**src/rtl/ram_ctrl_pkg.sv**
```systemverilog
// Shared widths, FSM state and FIFO entry layout for ram_cmd_ctrl.
// Defining RAM_FILL_EN adds the FILL state and the per-entry fill bit.
package ram_ctrl_pkg;

  localparam int unsigned ADDR_W    = 4;
  localparam int unsigned DATA_W    = 8;
  localparam int unsigned RAM_WORDS = 16;

  typedef enum logic [1:0] {
    ST_IDLE     = 2'd0,
    ST_RD_ISSUE = 2'd1,
    ST_RD_WAIT  = 2'd2
`ifdef RAM_FILL_EN
    , ST_FILL   = 2'd3
`endif
  } state_t;

  typedef struct packed {
`ifdef RAM_FILL_EN
    logic              fill;
`endif
    logic              wr;
    logic [ADDR_W-1:0] addr;
    logic [DATA_W-1:0] wdata;
  } cmd_entry_t;

endpackage

```
**src/rtl/ram_cmd_fifo.sv**
```systemverilog
// Synchronous command FIFO with first-word fall-through head, push/pop,
// full/empty flags and occupancy count.
module ram_cmd_fifo #(
  parameter int unsigned DEPTH = 4,
  parameter int unsigned WIDTH = 8
) (
  input  logic                   clk,
  input  logic                   rst,
  input  logic                   push,
  input  logic [WIDTH-1:0]       din,
  input  logic                   pop,
  output logic [WIDTH-1:0]       dout,
  output logic                   full,
  output logic                   empty,
  output logic [$clog2(DEPTH):0] count
);

  localparam int unsigned PTR_W = $clog2(DEPTH);
  localparam int unsigned CNT_W = PTR_W + 1;

  logic [WIDTH-1:0] mem [DEPTH];
  logic [PTR_W-1:0] wr_ptr;
  logic [PTR_W-1:0] rd_ptr;
  logic             push_ok;
  logic             pop_ok;

  assign full    = (count == CNT_W'(DEPTH));
  assign empty   = (count == '0);
  assign push_ok = push && !full;
  assign pop_ok  = pop && !empty;
  assign dout    = mem[rd_ptr];

  // Storage needs no reset; validity is tracked by count.
  always_ff @(posedge clk) begin
    if (push_ok) mem[wr_ptr] <= din;
  end

  always_ff @(posedge clk or negedge rst) begin
    if (!rst) begin
      wr_ptr <= '0;
      rd_ptr <= '0;
      count  <= '0;
    end else begin
      if (push_ok) wr_ptr <= wr_ptr + PTR_W'(1);
      if (pop_ok)  rd_ptr <= rd_ptr + PTR_W'(1);
      if (push_ok && !pop_ok)      count <= count + CNT_W'(1);
      else if (pop_ok && !push_ok) count <= count - CNT_W'(1);
    end
  end

endmodule

```
**src/rtl/ram_cmd_ctrl.sv**
```systemverilog
// Command front-end for the 8x16 RAM: queues read/write commands and sequences
// them onto the RAM port. Defining RAM_FILL_EN enables whole-RAM fill commands.
module ram_cmd_ctrl
  import ram_ctrl_pkg::*;
#(
  parameter int unsigned DEPTH = 4
) (
  input  logic              clk,
  input  logic              rst,
  input  logic              cmd_valid,
  output logic              cmd_ready,
  input  logic              cmd_wr,
  input  logic [ADDR_W-1:0] cmd_addr,
  input  logic [DATA_W-1:0] cmd_wdata,
  input  logic              cmd_fill,
  output logic              rsp_valid,
  output logic [ADDR_W-1:0] rsp_addr,
  output logic [DATA_W-1:0] rsp_rdata,
  output logic              ram_valid,
  output logic              ram_wr_rd,
  output logic [ADDR_W-1:0] ram_add,
  output logic [DATA_W-1:0] ram_writedata,
  input  logic [DATA_W-1:0] ram_readdata
);

  localparam int unsigned ENTRY_W = $bits(cmd_entry_t);
  localparam int unsigned CNT_W   = $clog2(DEPTH) + 1;

  state_t             state;
  cmd_entry_t         push_entry;
  cmd_entry_t         head;
  logic [ENTRY_W-1:0] head_bits;
  logic [CNT_W-1:0]   count_unused;
  logic               full;
  logic               empty;
  logic               push;
  logic               pop;

`ifdef RAM_FILL_EN
  assign push_entry = '{fill: cmd_fill, wr: cmd_wr, addr: cmd_addr, wdata: cmd_wdata};
`else
  logic fill_unused;
  assign fill_unused = cmd_fill;
  assign push_entry  = '{wr: cmd_wr, addr: cmd_addr, wdata: cmd_wdata};
`endif

  assign cmd_ready = !full;
  assign push      = cmd_valid && !full;
  assign pop       = (state == ST_IDLE) && !empty;
  assign head      = cmd_entry_t'(head_bits);

  ram_cmd_fifo #(
    .DEPTH (DEPTH),
    .WIDTH (ENTRY_W)
  ) u_fifo (
    .clk   (clk),
    .rst   (rst),
    .push  (push),
    .din   (ENTRY_W'(push_entry)),
    .pop   (pop),
    .dout  (head_bits),
    .full  (full),
    .empty (empty),
    .count (count_unused)
  );

  // Sequencer; ram_wr_rd is only ever high in a cycle that is an issued write.
  always_ff @(posedge clk or negedge rst) begin
    if (!rst) begin
      state         <= ST_IDLE;
      ram_valid     <= 1'b0;
      ram_wr_rd     <= 1'b0;
      ram_add       <= '0;
      ram_writedata <= '0;
      rsp_valid     <= 1'b0;
      rsp_addr      <= '0;
      rsp_rdata     <= '0;
    end else begin
      rsp_valid <= 1'b0;
      case (state)
        ST_IDLE: begin
          if (!empty) begin
            ram_valid <= 1'b1;
`ifdef RAM_FILL_EN
            if (head.fill) begin
              ram_wr_rd     <= 1'b1;
              ram_add       <= '0;
              ram_writedata <= head.wdata;
              state         <= ST_FILL;
            end else
`endif
            if (head.wr) begin
              ram_wr_rd     <= 1'b1;
              ram_add       <= head.addr;
              ram_writedata <= head.wdata;
            end else begin
              ram_wr_rd <= 1'b0;
              ram_add   <= head.addr;
              state     <= ST_RD_ISSUE;
            end
          end else begin
            ram_valid <= 1'b0;
            ram_wr_rd <= 1'b0;
          end
        end
        ST_RD_ISSUE: begin
          ram_valid <= 1'b0;
          state     <= ST_RD_WAIT;
        end
        ST_RD_WAIT: begin
          rsp_valid <= 1'b1;
          rsp_addr  <= ram_add;
          rsp_rdata <= ram_readdata;
          state     <= ST_IDLE;
        end
`ifdef RAM_FILL_EN
        // Walk every address; completion reports the last address and fill value.
        ST_FILL: begin
          if (ram_add == ADDR_W'(RAM_WORDS - 1)) begin
            ram_valid <= 1'b0;
            ram_wr_rd <= 1'b0;
            rsp_valid <= 1'b1;
            rsp_addr  <= ram_add;
            rsp_rdata <= ram_writedata;
            state     <= ST_IDLE;
          end else begin
            ram_add <= ram_add + ADDR_W'(1);
          end
        end
`endif
        default: state <= ST_IDLE;
      endcase
    end
  end

endmodule

```
**config.mk**
```make
export PLATFORM = sky130hd
export DESIGN_NAME = ram_cmd_ctrl
export DESIGN_NICKNAME = d
export VERILOG_FILES = /design/src/rtl/ram_ctrl_pkg.sv /design/src/rtl/ram_cmd_fifo.sv /design/src/rtl/ram_cmd_ctrl.sv
export SDC_FILE = /design/constraint.sdc
export NUM_CORES = 1
export LEC_CHECK = 0
export CAP_MARGIN = 25
export CELL_PAD_IN_SITES_DETAIL_PLACEMENT = 1
export CELL_PAD_IN_SITES_GLOBAL_PLACEMENT = 2
export CORE_ASPECT_RATIO = 1.25
export CORE_MARGIN = 2
export CORE_UTILIZATION = 43
export DETAILED_ROUTE_END_ITERATION = 10
export GPL_ROUTABILITY_DRIVEN = 1
export PLACE_DENSITY = 0.92
export SLEW_MARGIN = 25
export SYNTH_ARGS = -nofsm -noshare
export SYNTH_HDL_FRONTEND = slang
export SYNTH_SLANG_ARGS = --single-unit
```
**constraint.sdc**
```tcl
create_clock -name clk -period 6.62 [get_ports clk]
set_clock_uncertainty 0.2 [all_clocks]
set_input_delay 1.655 -clock clk [delete_from_list [all_inputs] [get_ports clk]]
set_output_delay 1.655 -clock clk [all_outputs]
set_load 0.03 [all_outputs]
```
==> metrics <==
RSZ-0062 raised after global routing no; average size of a mapped cell 20.4 um2; Slew @ Worst Pin 813 ps; met2 WL 2980 um; Clock transition at path regs 80 ps; Max clock buf depth 2; syn nets 197; first drt pass iteration count 2; status finished, final reports clean; TritonCTS clock tree built; gr ovfl total 0; boundary pin count 53; die area 8590 um2; Worst Path Class, Setup input pin to flop; power density over the cells between 400 and 500 nW/um2; DR WL/cell 17.1 um; Max Fanout on Critical Path 7; via/cell ratio around 5; via count 1632; min cycle time layout ~3700 ps; worst min path class flop to flop; Mapped Cells ~170; PortBufs just over 50; Fin Setup TNS 0 ps; Rel. slew slack 0.458; Post-DRT Antenna Nets 0; area grow syn2layout 22.8%; Post-route DRC 0; Chip Height 103 um; Critical Path Sink Type flop; ranking of synthesized cells by area edfxtp_1 (46%), dfrtp_1 (27%), mux2_2 (8.7%); width of the die 83.3 um; fin. max-slew vios 0; CP startpoint kind input pin; cell taking the most area after synthesis edfxtp_1; total number of H-tree levels 3; layout cells sized above 1 0.201; fmax approximately 270 MHz; met1 WL 2190 um; WP data required 6700 ps; nets 255; routability congestion estimate 0.706; Lkg Pwr 0.00155 uW; Skew-Pair Late Insertion Delay approximately 350 ps; first-pass GRT wire length 9000 um; initial DRC count 50; # clock sinks 88; CTS Hold Bufs 0; Yosys top cell area share 0.462; metal3 WL ~220 um; initial core utilization 0.439; Hold Vio Cnt, Final 0; pin count of the biggest net entering global routing 37; initial antenna violation count 0; Rows 36; Total Routing Usage GR 0.145; Root Buffer clkbuf_8; vias in the first global route 1750; Setup Buffers After CTS 0; Post-CTS Resized 0; core box area 7700 um2; max_cap viols 0; DR top layer met4; Synth cell types 23; flop and latch count out of synthesis 88; CTS Buf Count 9; n_diodes 0; fin util 0.539; final setup violation count 0; maximum vdd drop between 200 and 250 uV; Filler cells 682; WL final between 5000 and 6000 um; Synth warnings 0; DPL Wire Length ~3600 um; worst path arrival time between 3000 and 4000 ps; Tcrit/Tclk final 0.552; Post-Syn Area 3380 um2; sequential area share after synthesis 0.728
per-layer routing:
| metal | vias to the layer above | track usage |
|---|---|---|
| met5 | - | 0 |
| met4 | 0 | 0.102 |
| met3 | 11 | 0.0304 |
| met2 | 43 | 0.254 |
| met1 | 822 | 0.159 |
| li1 | 756 | - |
through the flow:
step,cell area (um2),setup WS (ps),std cells,hold slack [ps],power [uW]
after global placement,3980,2680,308,273,1700
after detailed placement,3980,2590,308,283,1740
after floorplan,3380,3310,166,254,1440
final,4150,2960,324,295,2040
after global routing,4150,2790,324,327,2160
after CTS,4150,2950,324,304,2070
worst max-delay path: stages:
cell	delay, ps
clkdlybuf4s50_1	440
a21boi_1	480
ha_1	300
inv_1	70
fa_1	370
xor2_1	150
nor2_1	110
xor2_1	150
cell families (layout without fill, tap and decap cells):
logic type               Yosys count  count (layout)  share of synthesized area
AO/OA/AOI/OAI                      2               2                    0.00370
multiplexers                      39              39                      0.185
flip-flops                        88              88                      0.728
adder cells (fa/ha/maj)            6               6                     0.0244
XOR/XNOR                           6               6                     0.0155
AND/OR/NAND/NOR                   18              18                     0.0303
buffers and inverters              7              70                     0.0126
worst paths after layout:
path / slack (ps) / cells past startpoint / from / end
worst max-delay path: 2960 / 8 / cmd_valid / u_fifo.count[2]
worst min-delay path: 290 / 2 / ram_valid / ram_valid
worst min register to register: 290 / 2 / ram_valid / ram_valid
max in group asynchronous: 4520 / 1 / rst / rsp_rdata[6]
min in group asynchronous: 1190 / 1 / rst / ram_writedata[1]
worst max register to register: 4160 / 8 / u_fifo.count[2] / u_fifo.count[2]
synth_stat cells, drive strengths merged:
library cell / count
and2: 4
or3: 1
dfrtp: 36
mux2: 26
xor2: 2
xnor2: 4
edfxtp: 52
ha: 5
nor2: 4
nand2: 5
buf: 3
nor2b: 2
o21ai: 1
nand3: 2
fa: 1
clkbuf: 1
mux4: 13
inv: 3
a21boi: 1
layout make-up:
type                    count  area (um2)  area share
flip-flops and latches     88        2460       0.593
inverters                   3        11.3     0.00271
clock inverters             3        17.5     0.00422
repair buffers             51         505       0.122
clock buffers              13         159      0.0383
multi-input cells          71         880       0.212
well taps                  95         119      0.0286
placed cells by master (no fill, tap or decap), types with 3 or more instances in the layout:
| cell | synthesis | layout |
|---|---|---|
| and2_1 | 4 | 4 |
| clkbuf_8 | 0 | 11 |
| clkdlybuf4s50_1 | 0 | 50 |
| dfrtp_1 | 36 | 36 |
| edfxtp_1 | 52 | 52 |
| ha_1 | 5 | 5 |
| inv_1 | 3 | 3 |
| mux2_2 | 26 | 26 |
| mux4_1 | 11 | 11 |
| nand2_1 | 4 | 4 |
| nor2_1 | 4 | 4 |
| xnor2_1 | 4 | 4 |
registers in the layout, summed over array words and instances, names as in the netlist:
name and count:
ram_add 4, ram_valid 1, ram_wr_rd 1, ram_writedata 8, rsp_addr 4, rsp_rdata 8
rsp_valid 1, state 2, u_fifo.count 3, u_fifo.mem 52, u_fifo.rd_ptr 2, u_fifo.wr_ptr 2
power by group:
| part | internal, uW | leakage [uW] | total [uW] | switching (uW) |
|---|---|---|---|---|
| Combinational | 408 | 0.000558 | 814 | 406 |
| Clock | 156 | 0.0000894 | 335 | 178 |
| Sequential | 772 | 0.000903 | 887 | 116 |
| Total | 1340 | 0.00155 | 2040 | 700 |
No activity file was read; power rests on OpenSTA's default activity.
